==> src/rtl/grf_write_arbiter_if.sv <==
// Signal bundle between the pipeline/MDU sources, the GRF write port and the
// decode-stage hazard lookup of the GRF write arbiter.
interface grf_write_arbiter_if;
    logic        wb_we;
    logic [4:0]  wb_addr;
    logic [31:0] wb_data;
    logic [31:0] wb_pc;

    logic        mdu_valid;
    logic [4:0]  mdu_addr;
    logic [31:0] mdu_data;
    logic [31:0] mdu_pc;
    logic        mdu_ready;

    logic        grf_we;
    logic [4:0]  grf_addr;
    logic [31:0] grf_data;
    logic [31:0] grf_pc;
    logic        grf_src;

    logic [4:0]  rd_addr1;
    logic [4:0]  rd_addr2;
    logic        pipe_stall;

    modport master (
        output wb_we, wb_addr, wb_data, wb_pc,
        output mdu_valid, mdu_addr, mdu_data, mdu_pc,
        output rd_addr1, rd_addr2,
        input  mdu_ready, grf_we, grf_addr, grf_data, grf_pc, grf_src, pipe_stall
    );

    modport slave (
        input  wb_we, wb_addr, wb_data, wb_pc,
        input  mdu_valid, mdu_addr, mdu_data, mdu_pc,
        input  rd_addr1, rd_addr2,
        output mdu_ready, grf_we, grf_addr, grf_data, grf_pc, grf_src, pipe_stall
    );
endinterface

==> src/rtl/grf_write_arbiter.sv <==
// Arbitrates the single GRF write port between pipeline writeback and a small
// FIFO of pending MDU results, with starvation and read-hazard forced drains.
module grf_write_arbiter #(
    parameter int DEPTH      = 2,
    parameter int STARVE_MAX = 4
) (
    input  logic clk,
    input  logic reset,
    grf_write_arbiter_if.slave bus
);
    localparam int PW = $clog2(DEPTH);
    localparam int CW = PW + 1;
    localparam int SW = $clog2(STARVE_MAX + 1);

    logic [4:0]       r_addr [DEPTH];
    logic [31:0]      r_data [DEPTH];
    logic [31:0]      r_pc   [DEPTH];
    logic [DEPTH-1:0] r_live;
    logic [PW-1:0]    r_rdPtr;
    logic [PW-1:0]    r_wrPtr;
    logic [CW-1:0]    r_count;
    logic [SW-1:0]    r_starve;

    logic w_empty;
    logic w_ready;
    logic w_hit;
    logic w_force;
    logic w_grantWb;
    logic w_grantMdu;
    logic w_push;

    assign w_empty    = (r_count == '0);
    assign w_ready    = (r_count < CW'(DEPTH));
    assign w_force    = (r_starve == SW'(STARVE_MAX)) || w_hit;
    // A forced drain stalls upstream, so a pending WB request is not eligible.
    assign w_grantWb  = bus.wb_we && (bus.wb_addr != 5'd0) && !w_force;
    assign w_grantMdu = !w_empty && !w_grantWb;
    assign w_push     = bus.mdu_valid && w_ready && (bus.mdu_addr != 5'd0);

    assign bus.mdu_ready  = w_ready;
    assign bus.pipe_stall = w_force;

    always_comb begin
        w_hit = 1'b0;
        for (int i = 0; i < DEPTH; i++) begin
            if (r_live[i] &&
                (((bus.rd_addr1 != 5'd0) && (bus.rd_addr1 == r_addr[i])) ||
                 ((bus.rd_addr2 != 5'd0) && (bus.rd_addr2 == r_addr[i])))) begin
                w_hit = 1'b1;
            end
        end
    end

    always_comb begin
        bus.grf_we   = 1'b0;
        bus.grf_addr = 5'd0;
        bus.grf_data = 32'd0;
        bus.grf_pc   = 32'd0;
        bus.grf_src  = 1'b0;
        if (w_grantWb) begin
            bus.grf_we   = 1'b1;
            bus.grf_addr = bus.wb_addr;
            bus.grf_data = bus.wb_data;
            bus.grf_pc   = bus.wb_pc;
        end else if (w_grantMdu) begin
            bus.grf_we   = r_live[r_rdPtr];
            bus.grf_addr = r_addr[r_rdPtr];
            bus.grf_data = r_data[r_rdPtr];
            bus.grf_pc   = r_pc[r_rdPtr];
            bus.grf_src  = 1'b1;
        end
    end

    always_ff @(posedge clk) begin
        if (w_push) begin
            r_addr[r_wrPtr] <= bus.mdu_addr;
            r_data[r_wrPtr] <= bus.mdu_data;
            r_pc[r_wrPtr]   <= bus.mdu_pc;
        end
    end

    // Kill first, then push, so a result entering this cycle keeps its live bit.
    always_ff @(posedge clk or negedge reset) begin
        if (!reset) begin
            r_live   <= '0;
            r_rdPtr  <= '0;
            r_wrPtr  <= '0;
            r_count  <= '0;
            r_starve <= '0;
        end else begin
            if (w_grantWb) begin
                for (int i = 0; i < DEPTH; i++) begin
                    if (r_addr[i] == bus.wb_addr) begin
                        r_live[i] <= 1'b0;
                    end
                end
            end
            if (w_push) begin
                r_live[r_wrPtr] <= 1'b1;
                r_wrPtr         <= r_wrPtr + PW'(1);
            end
            if (w_grantMdu) begin
                r_live[r_rdPtr] <= 1'b0;
                r_rdPtr         <= r_rdPtr + PW'(1);
            end
            r_count <= r_count + CW'(w_push) - CW'(w_grantMdu);
            if (w_empty || w_grantMdu) begin
                r_starve <= '0;
            end else if (w_grantWb && (r_starve != SW'(STARVE_MAX))) begin
                r_starve <= r_starve + SW'(1);
            end
        end
    end
endmodule
==> src/flat_wrapper.sv <==
// flat-port wrapper written by rule: the top's interface ports become plain ports
module grf_write_arbiter_flat 
#(
    parameter int DEPTH      = 2,
    parameter int STARVE_MAX = 4
)
  (clk, reset, bus_wb_we, bus_wb_addr, bus_wb_data, bus_wb_pc, bus_mdu_valid, bus_mdu_addr, bus_mdu_data, bus_mdu_pc, bus_rd_addr1, bus_rd_addr2, bus_mdu_ready, bus_grf_we, bus_grf_addr, bus_grf_data, bus_grf_pc, bus_grf_src, bus_pipe_stall);
  grf_write_arbiter_if bus_i ();
  input  logic clk;
  input  logic reset;
  input wire logic [$bits(bus_i.wb_we)-1:0] bus_wb_we;
  input wire logic [$bits(bus_i.wb_addr)-1:0] bus_wb_addr;
  input wire logic [$bits(bus_i.wb_data)-1:0] bus_wb_data;
  input wire logic [$bits(bus_i.wb_pc)-1:0] bus_wb_pc;
  input wire logic [$bits(bus_i.mdu_valid)-1:0] bus_mdu_valid;
  input wire logic [$bits(bus_i.mdu_addr)-1:0] bus_mdu_addr;
  input wire logic [$bits(bus_i.mdu_data)-1:0] bus_mdu_data;
  input wire logic [$bits(bus_i.mdu_pc)-1:0] bus_mdu_pc;
  input wire logic [$bits(bus_i.rd_addr1)-1:0] bus_rd_addr1;
  input wire logic [$bits(bus_i.rd_addr2)-1:0] bus_rd_addr2;
  output wire logic [$bits(bus_i.mdu_ready)-1:0] bus_mdu_ready;
  output wire logic [$bits(bus_i.grf_we)-1:0] bus_grf_we;
  output wire logic [$bits(bus_i.grf_addr)-1:0] bus_grf_addr;
  output wire logic [$bits(bus_i.grf_data)-1:0] bus_grf_data;
  output wire logic [$bits(bus_i.grf_pc)-1:0] bus_grf_pc;
  output wire logic [$bits(bus_i.grf_src)-1:0] bus_grf_src;
  output wire logic [$bits(bus_i.pipe_stall)-1:0] bus_pipe_stall;
  assign bus_i.wb_we = bus_wb_we;
  assign bus_i.wb_addr = bus_wb_addr;
  assign bus_i.wb_data = bus_wb_data;
  assign bus_i.wb_pc = bus_wb_pc;
  assign bus_i.mdu_valid = bus_mdu_valid;
  assign bus_i.mdu_addr = bus_mdu_addr;
  assign bus_i.mdu_data = bus_mdu_data;
  assign bus_i.mdu_pc = bus_mdu_pc;
  assign bus_i.rd_addr1 = bus_rd_addr1;
  assign bus_i.rd_addr2 = bus_rd_addr2;
  assign bus_mdu_ready = bus_i.mdu_ready;
  assign bus_grf_we = bus_i.grf_we;
  assign bus_grf_addr = bus_i.grf_addr;
  assign bus_grf_data = bus_i.grf_data;
  assign bus_grf_pc = bus_i.grf_pc;
  assign bus_grf_src = bus_i.grf_src;
  assign bus_pipe_stall = bus_i.pipe_stall;
  grf_write_arbiter #(.DEPTH(DEPTH), .STARVE_MAX(STARVE_MAX)) u_core (.clk(clk), .reset(reset), .bus(bus_i));
endmodule
==> config.mk <==
export PLATFORM = sky130hd
export DESIGN_NAME = grf_write_arbiter_flat
export DESIGN_NICKNAME = d
export VERILOG_FILES = /design/src/rtl/grf_write_arbiter_if.sv /design/src/rtl/grf_write_arbiter.sv /design/src/flat_wrapper.sv
export SDC_FILE = /design/constraint.sdc
export NUM_CORES = 1
export LEC_CHECK = 0
export ABC_CLOCK_PERIOD_IN_PS = 12310
export CORE_ASPECT_RATIO = 0.6
export CORE_MARGIN = 3
export CORE_UTILIZATION = 45
export CTS_BUF_LIST = sky130_fd_sc_hd__clkbuf_4 sky130_fd_sc_hd__clkbuf_8
export CTS_CLUSTER_SIZE = 14
export DETAILED_ROUTE_END_ITERATION = 10
export PLACE_DENSITY = 0.79
export SYNTH_ARGS = -nofsm -noshare
export SYNTH_HDL_FRONTEND = slang
export SYNTH_SLANG_ARGS = --single-unit
==> constraint.sdc <==
create_clock -name clk -period 12.31 [get_ports clk]
set_clock_uncertainty 0.05 [all_clocks]
set_input_delay 2.462 -clock clk [delete_from_list [all_inputs] [get_ports clk]]
set_output_delay 2.462 -clock clk [all_outputs]
set_load 0.005 [all_outputs]
==> Yosys cells after proc, flatten, opt, wreduce, memory -nomap -nowiden <==
Memory sizes are Yosys's and may differ from the RTL's.
Index checks and enable logic that the tools add are counted.
{ "classes": {"add_sub_neg": 5, "magnitude_cmp": 5, "n_eq_ne": 8, "mux": 27, "bitwise": 3, "reduce_logical": 27} }
{ "op_table": {"columns": ["cell", "n"], "rows": [
  ["2-to-1 mux 32 bit", 4],
  ["equality test 5 bit", 6],
  ["nonzero test 5 bit", 4],
  ["logical AND 1 bit", 14],
  ["2-to-1 mux 1 bit", 14],
  ["2-to-1 mux 5 bit", 2],
  ["2-to-1 mux 2 bit", 3],
  ["2-to-1 mux 3 bit", 2],
  ["logical OR 1 bit", 4],
  ["less-than comparator 1 x 2 -> 1 bit (second input constant)", 2],
  ["adder 3 x 1 -> 3 bit (second input constant)", 1],
  ["equality test 3 bit (second input constant)", 1],
  ["zero test 1 bit", 3],
  ["!= test 3 bit (second input constant)", 1],
  ["adder 1 bit (second input constant)", 2],
  ["adder 2 x 1 -> 2 bit", 1],
  ["bitwise AND 2 bit", 1],
  ["demux 1 bit (select 1 bit)", 2],
  ["greater-or-equal comparator 1 bit (second input constant)", 2],
  ["zero test 2 bit", 1],
  ["less-than comparator 2 bit (second input constant)", 1],
  ["inverter 2 bit", 1],
  ["OR 2 bit", 1],
  ["nonzero test 2 bit", 1],
  ["subtractor 2 x 1 -> 2 bit", 1]
]} }
{ "word_totals": {"ff_bits": 9, "mem_bits_rw": 138, "in_bits": 152, "n_memories": 3} }
{ "mem_list": {"columns": ["memory", "depth", "width", "rd", "rd_ports_with_merged_regs", "wr", "line", "rtl"], "rows": [
  ["u_core.r_data", 2, 32, 1, 0, 1, "grf_write_arbiter.sv:16", "logic [31:0] r_data [DEPTH];"],
  ["u_core.r_pc", 2, 32, 1, 0, 1, "grf_write_arbiter.sv:17", "logic [31:0] r_pc [DEPTH];"],
  ["u_core.r_addr", 2, 5, 3, 0, 1, "grf_write_arbiter.sv:15", "logic [4:0] r_addr [DEPTH];"]
]} }

==> Depth between registers and ports, before layout <==
Gate-level depths: netlist (run 1).
{ "logic_depth": {"word_depth": 14, "depth_mapped": 11} }

==> Least setup slack after synthesis (run 1) <==
OpenSTA, ideal clock, no wires.
{ "synth_path": {"path_type": "input to output", "start": "input port bus_rd_addr1[0]", "end": "output port bus_grf_addr[0]", "arrival_time_ns": 4.103, "setup_slack_ns": 5.695, "stages": 7, "path_buffers": 1, "cell_sequence": "or4_1 -> nor2_1 -> o31ai_1 -> nor3_4 -> nand2_4 -> buf_6 -> mux2_1"} }
{ "synth_via": {"elab_chain_len": 13, "elab_cells_between_ends": 18, "classes_between": "eq/ne: 2; mux: 4; reduce/logical: 12"} }
{ "synth_lines": {"columns": ["item", "line", "rtl"], "rows": [
  ["start: declaration", "flat_wrapper.sv:19", "input wire logic [$bits(bus_i.rd_addr1)-1:0] bus_rd_addr1;"],
  ["equality test 5 bit / nonzero test 5 bit (equally long branches)", "grf_write_arbiter.sv:47", "(((bus.rd_addr1 != 5'd0) && (bus.rd_addr1 == r_addr[i])) ||"],
  ["logical AND 1 bit", "grf_write_arbiter.sv:47", null],
  ["logical OR 1 bit", "grf_write_arbiter.sv:47", null],
  ["logical AND 1 bit", "grf_write_arbiter.sv:46", "if (r_live[i] &&"],
  ["2-to-1 mux 1 bit", "grf_write_arbiter.sv:46", null],
  ["2-to-1 mux 1 bit *", "grf_write_arbiter.sv:46", null],
  ["logical OR 1 bit *", "grf_write_arbiter.sv:34", "assign w_force = (r_starve == SW'(STARVE_MAX)) || w_hit;"],
  ["zero test 1 bit *", "grf_write_arbiter.sv:36", "assign w_grantWb = bus.wb_we && (bus.wb_addr != 5'd0) && !w_force;"],
  ["logical AND 1 bit *", "grf_write_arbiter.sv:36", null],
  ["zero test 1 bit", "grf_write_arbiter.sv:37", "assign w_grantMdu = !w_empty && !w_grantWb;"],
  ["logical AND 1 bit", "grf_write_arbiter.sv:37", null],
  ["2-to-1 mux 5 bit", "grf_write_arbiter.sv:65", "end else if (w_grantMdu) begin"],
  ["2-to-1 mux 5 bit *", "grf_write_arbiter.sv:60", "if (w_grantWb) begin"],
  ["end: declaration", "flat_wrapper.sv:23", "output wire logic [$bits(bus_i.grf_addr)-1:0] bus_grf_addr;"]
]} }
Mark *: on every way between the ends. The rest lies on a longest branch, timed or not.

==> Final worst setup path (run 1) <==
{ "layout_path": {"start": "input port bus_rd_addr1[2]", "end": "output port bus_grf_data[18]"} }
{ "layout_via": {"elab_chain_len": 13, "elab_cells_between_ends": 18, "classes_between": "eq/ne: 2; mux: 4; reduce/logical: 12"} }
{ "layout_lines": {"columns": ["item", "line", "rtl"], "rows": [
  ["equality test 5 bit / nonzero test 5 bit (equally long branches)", "grf_write_arbiter.sv:47", null],
  ["logical AND 1 bit", "grf_write_arbiter.sv:47", null],
  ["logical OR 1 bit", "grf_write_arbiter.sv:47", null],
  ["logical AND 1 bit", "grf_write_arbiter.sv:46", null],
  ["2-to-1 mux 1 bit", "grf_write_arbiter.sv:46", null],
  ["2-to-1 mux 1 bit *", "grf_write_arbiter.sv:46", null],
  ["logical OR 1 bit *", "grf_write_arbiter.sv:34", null],
  ["zero test 1 bit *", "grf_write_arbiter.sv:36", null],
  ["logical AND 1 bit *", "grf_write_arbiter.sv:36", null],
  ["zero test 1 bit", "grf_write_arbiter.sv:37", null],
  ["logical AND 1 bit", "grf_write_arbiter.sv:37", null],
  ["2-to-1 mux 32 bit", "grf_write_arbiter.sv:65", null],
  ["2-to-1 mux 32 bit *", "grf_write_arbiter.sv:60", null],
  ["end: declaration", "flat_wrapper.sv:24", "output wire logic [$bits(bus_i.grf_data)-1:0] bus_grf_data;"]
]} }
Marked as above.

==> results of run 1 <==
==> cells by family after synthesis <==
kind of cell | share of synthesized area, %
xor+xnor | 4.46
mux | 21.5
flops | 63.5
buf+inv | 2.46
fa+ha+maj | 0.728
simple gates | 6.30
compound gates | 1.04
==> sequential cells by signal, indices dropped and copies added, names as in the netlist <==
signal,flops
u_core.r_pc,64
u_core.r_wrPtr,1
u_core.r_count,2
u_core.r_rdPtr,1
u_core.r_addr,10
u_core.r_starve,3
u_core.r_data,64
u_core.r_live,2
==> area by class of cell <==
cell class	count	area share, %
Clock buffer	17	2.43
Inverter	8	0.312
Timing Repair Buffer	227	23.5
Tap cell	198	2.57
Clock inverter	15	1.26
Sequential cell	147	45.4
Multi-Input combinational cell	286	24.5
==> per-layer routing <==
metal	vias to the layer above	GRT usage, %	share of wire (%)
met2	197	30.9	46
met3	4	6.50	9.1
met5	-	0	0
li1	2159	-	-
met1	2166	24.9	44
met4	0	4.41	0.26
==> power breakdown <==
group	switching (µW)	internal, µW
clock	193	145
combinational	339	396
sequential	51.0	657
==> cells in the mapped netlist (4+ instances only) <==
master,count,share of area [%]
buf_6,7,1.1
clkbuf_1,13,0.71
dfrtp_1,9,3.3
edfxtp_1,138,60
ha_1,4,0.73
inv_1,8,0.44
mux2_1,69,11
mux2i_1,70,10
nand3_1,4,0.29
nor2_1,73,4.0
nor3_1,4,0.29
xnor2_1,25,3.2
xor2_1,10,1.3
==> worst reg2reg max path: cells and delay by family, from the launching register on <==
family | cells | cell delay, ns
XOR/XNOR | 3 | 0.49
AND/OR/NAND/NOR | 3 | 0.71
adder cells (fa/ha/maj) | 2 | 0.47
flip-flops | 1 | 0.52
buffers and inverters | 1 | 0.06
AO/OA/AOI/OAI | 1 | 0.53
==> final timing paths <==
kind | from | end | slack (ns) | cells past startpoint
max in group asynchronous | reset | u_core.r_rdPtr | 9.61 | 1
worst min-delay path | u_core.r_starve[0] | u_core.r_starve[0] | 0.43 | 1
worst max-delay path | bus_rd_addr1[2] | bus_grf_data[18] | 4.09 | 8
min in group asynchronous | reset | u_core.r_starve[2] | 2.27 | 1
worst min register to register | u_core.r_starve[0] | u_core.r_starve[0] | 0.43 | 1
worst max register to register | u_core.r_addr[1][1] | u_core.r_count[1] | 9.40 | 10
==> stage by stage <==
step	hold WS, ns	instances	setup slack (ns)	power, µW
after global placement	0.403	866	4.18	1450
after floorplan	0.389	464	5.69	1110
after CTS	0.430	898	4.10	1810
after global routing	0.462	898	3.84	1900
after detailed placement	0.418	866	4.09	1460
final	0.429	898	4.09	1780
==> results.py, run 1 <==
metrics = {
    "critical_path": {
        "slowest_delay_ns": 0.60,
        "path_buf_inv": 2,
        "worstPathArrival_ns": 5.71,
        "cp_slowest_cell": "nand2_4",
        "crit_required_ns": 9.80,
        "cp-start-kind": "primary input",
        "crit_fanout": 73,
        "cp_common_cell": "clkdlybuf4s50_1",
        "crit_chain": "clkdlybuf4s50_1, or4_1, nor2_1, o31ai_1, nor3_4, nand2_4, mux2_1, clkdlybuf4s50_1",
        "cp_top_family": "simple AND/OR/NAND/NOR gates",
        "worstSetupPathType": "in2out",
        "crit_path_end_kind": "output pin",
    },
    "timing": {
        "rsz0062_at_grt": "no",
        "worstMarginPinSlew_ns": 1.03,
        "max_freq_ghz": 0.122,
        "slew_headroom_pct": 31.0,
        "finalCritPeriodShare_pct": 66.8,
        "setup_viol": 0,
        "min_period_ns": 8.22,
        "hold_violations": 0,
        "finalMaxSlewViolations": 0,
        "setup_tns_ns": 0,
    },
    "floorplan": {
        "die_area_um2": 16800,
        "dieHeight_um": 102,
        "initial_utilization_pct": 46.7,
        "die_w_um": 166,
        "core_area_um2": 14700,
        "num_rows": 34,
        "io_pins": 225,
    },
    "clocking": {
        "post_cts_buffers": 0,
        "clockRootBuffer": "clkbuf_8",
        "hold_buffers": 0,
        "cts_tree": "done",
        "cts_buffers": 17,
        "clk_path_buf_depth": 2,
        "clkTransAtPathRegs_ns": 0.08,
        "cts.sinks": 147,
        "cts_resized": 0,
        "clk_latency_ns": 0.42,
        "cts_htree_levels": 4,
    },
    "final_layout": {
        "drive_gt1_share_pct": 5.71,
        "register_area_um2": 4370,
        "final_area_um2": 9630,
        "final_common_cell": "clkdlybuf4s50_1",
        "mostFrequentLayoutCells": "224 x clkdlybuf4s50_1, 138 x edfxtp_1, 72 x nor2_1",
        "area_growth_pct": 40.0,
        "final_core_util_pct": 65.4,
        "diodes": 0,
        "final_nets": 843,
        "n_fill_cell": 1097,
        "multi_input_area_um2": 2360,
    },
    "routing": {
        "drtPass1Iterations": 5,
        "vias": 4526,
        "wirelength_um": 16400,
        "via_per_inst": 5.04,
        "ant_nets": 0,
        "drtIter0Drc": 186,
        "wl_per_cell_um": 18.2,
        "drcViolationCount": 0,
    },
    "logic_synthesis": {
        "synth_flop_cell": "edfxtp_1",
        "ys_async_sr_fraction_pct": 6.12,
        "syn_avg_cell_area_um2": 14.8,
        "yosysSeqAreaShare_pct": 63.5,
        "yosysWarnings": 0,
        "ys_ff_latch": 147,
        "synth_nets": 620,
        "netlist_instances": 464,
        "synth.cell_area_um2": 6880,
        "synth_edf_count": 138,
        "ys_types": 32,
    },
    "power_and_ir_drop": {
        "cellPowerDensity_nw_per_um2": 185,
        "power.leakage_uw": 0.00354,
        "vdd_ir_drop_max_mv": 0.0916,
    },
    "place": {
        "dpl_cell_area_um2": 9270,
        "dp_hpwl_um": 11300,
        "gpl.final_weighted_congestion": 0.832,
        "portBuffers": 224,
    },
    "outcome": {
        "status": "finished, final reports clean",
    },
    "grt": {
        "grt_remaining_overflow": 0,
        "grt_max_degree": 74,
        "track_usage_pct": 19.0,
        "grt_first_pass_wirelength_um": 24200,
        "grt_pass1_vias": 4718,
        "antenna_found_initial": 0,
    },
    "run": {
        "maxCapViolations": 0,
    },
    "worst_hold_path": {
        "hp-class": "reg2reg",
    },
}
Power figures use the tool's default switching activity.
==> run 2, diff against run 1 <==
ABC_CLOCK_PERIOD_IN_PS = 8610   (was 12310)
clock period = 8.61 ns   (was 12.31 ns; I/O delays follow)
==> results.py, run 2 (synthesis results as in run 1) <==
metrics = {
    "clocking": {
        "cts.sinks": 147,
        "hold_buffers": 0,
        "cts_tree": "done",
        "clockRootBuffer": "clkbuf_8",
        "post_cts_buffers": 0,
        "cts_htree_levels": 4,
        "clk_latency_ns": 0.43,
        "cts_buffers": 17,
        "cts_resized": 0,
        "clk_path_buf_depth": 2,
        "clkTransAtPathRegs_ns": 0.08,
    },
    "timing": {
        "finalWorstSetupSlack_ns": 1.90,
        "rsz0062_at_grt": "no",
        "finalMaxSlewViolations": 0,
        "min_period_ns": 6.71,
        "finalCritPeriodShare_pct": 78.0,
        "max_freq_ghz": 0.149,
        "worstMarginPinSlew_ns": 0.998,
        "hold_violations": 0,
        "slew_headroom_pct": 33.5,
        "setup_viol": 0,
        "setup_tns_ns": 0,
    },
    "grt": {
        "grt_first_pass_wirelength_um": 23900,
        "grt_pass1_vias": 4658,
        "track_usage_pct": 18.9,
        "grt_max_degree": 74,
        "antenna_found_initial": 0,
        "grt_remaining_overflow": 0,
    },
    "routing": {
        "drcViolationCount": 0,
        "vias": 4572,
        "ant_nets": 0,
        "via_per_inst": 5.09,
        "drtIter0Drc": 256,
        "wirelength_um": 16200,
        "drtPass1Iterations": 7,
        "wl_per_cell_um": 18.0,
    },
    "critical_path": {
        "crit_fanout": 73,
        "cp_top_family": "simple AND/OR/NAND/NOR gates",
        "cp_slowest_cell": "nand2_4",
        "worstSetupPathType": "in2out",
        "path_buf_inv": 2,
        "crit_path_end_kind": "output pin",
        "slowest_delay_ns": 0.57,
        "cp_common_cell": "clkdlybuf4s50_1",
        "worstPathArrival_ns": 4.94,
        "crit_chain": "clkdlybuf4s50_1, or4_1, nor2_1, nor4_1, nor3_4, nand2_4, mux2_1, clkdlybuf4s50_1",
        "cp-start-kind": "primary input",
        "crit_required_ns": 6.84,
    },
    "floorplan": {
        "core_area_um2": 14700,
        "die_area_um2": 16800,
        "num_rows": 34,
        "die_w_um": 166,
        "io_pins": 225,
        "initial_utilization_pct": 46.7,
        "dieHeight_um": 102,
    },
    "place": {
        "post-place-ws_ns": 1.87,
        "gpl.final_weighted_congestion": 0.831,
        "dp_hpwl_um": 11300,
        "portBuffers": 224,
    },
    "power_and_ir_drop": {
        "vdd_ir_drop_max_mv": 0.120,
        "cellPowerDensity_nw_per_um2": 269,
        "power.leakage_uw": 0.00355,
    },
    "final_layout": {
        "top_regs": "u_core.r_data x64, u_core.r_pc x64, u_core.r_addr x10",
        "n_fill_cell": 1070,
        "area_growth_pct": 40.6,
        "final_nets": 843,
        "drive_gt1_share_pct": 6.00,
        "register_area_um2": 4370,
        "diodes": 0,
        "mostFrequentLayoutCells": "224 x clkdlybuf4s50_1, 138 x edfxtp_1, 72 x nor2_1",
        "multi_input_area_um2": 2360,
        "final_common_cell": "clkdlybuf4s50_1",
    },
    "worst_hold_path": {
        "hp-class": "reg2reg",
    },
    "run": {
        "maxCapViolations": 0,
    },
    "outcome": {
        "status": "finished, final reports clean",
    },
}
==> run 2: changes by cell type in the layout (fill, tap and decap cells not counted) <==
cell	delta
clkinv_4	-3
bufinv_16	+2
clkbuf_4	+2
clkinv_1	-2
clkinvlp_4	+2
inv_6	-2
clkinv_2	+1
==> run 2: final cells by class <==
class / count / area share (%)
Clock buffer: 19 / 2.57
Timing Repair Buffer: 227 / 23.4
Multi-Input combinational cell: 286 / 24.4
Tap cell: 198 / 2.56
Clock inverter: 13 / 1.55
Sequential cell: 147 / 45.2
Inverter: 8 / 0.311
==> run 2: final timing paths <==
check | start | end | slack (ns) | cells after the start
min reg2reg | u_core.r_starve[0] | u_core.r_starve[0] | 0.42 | 1
min | u_core.r_starve[0] | u_core.r_starve[0] | 0.42 | 1
min in group asynchronous | reset | u_core.r_count[1] | 1.54 | 1
max in group asynchronous | reset | u_core.r_rdPtr | 6.62 | 1
max | bus_rd_addr2[1] | bus_grf_data[27] | 1.90 | 8
max reg2reg | u_core.r_addr[1][2] | u_core.r_count[1] | 5.69 | 10
==> run 2: metal layers <==
metal	share of wire, %	track usage, %	vias to the layer above
met4	0.79	5.88	0
met2	46	30.8	220
met1	43	24.7	2177
met3	9.8	5.80	14
li1	-	-	2161
met5	0	0	-
==> run 2: per-stage QoR <==
stage               util (%)  cells  hold WS, ns  power, µW  instance area [µm²]
floorplan                  -    464        0.389       1590                 6880
global placement        63.0    866        0.403       2070                 9270
detailed placement      63.0    866        0.413       2090                 9270
CTS                     65.7    898        0.424       2640                 9670
global route            65.7    898        0.443       2760                 9670
finish                  65.7    898        0.421       2600                 9670
==> run 2: power breakdown <==
part / leakage, µW / switching, µW / internal [µW]
registers: 0.00138 / 71.3 / 940
clock network: 0.000193 / 270 / 270
logic: 0.00198 / 483 / 567
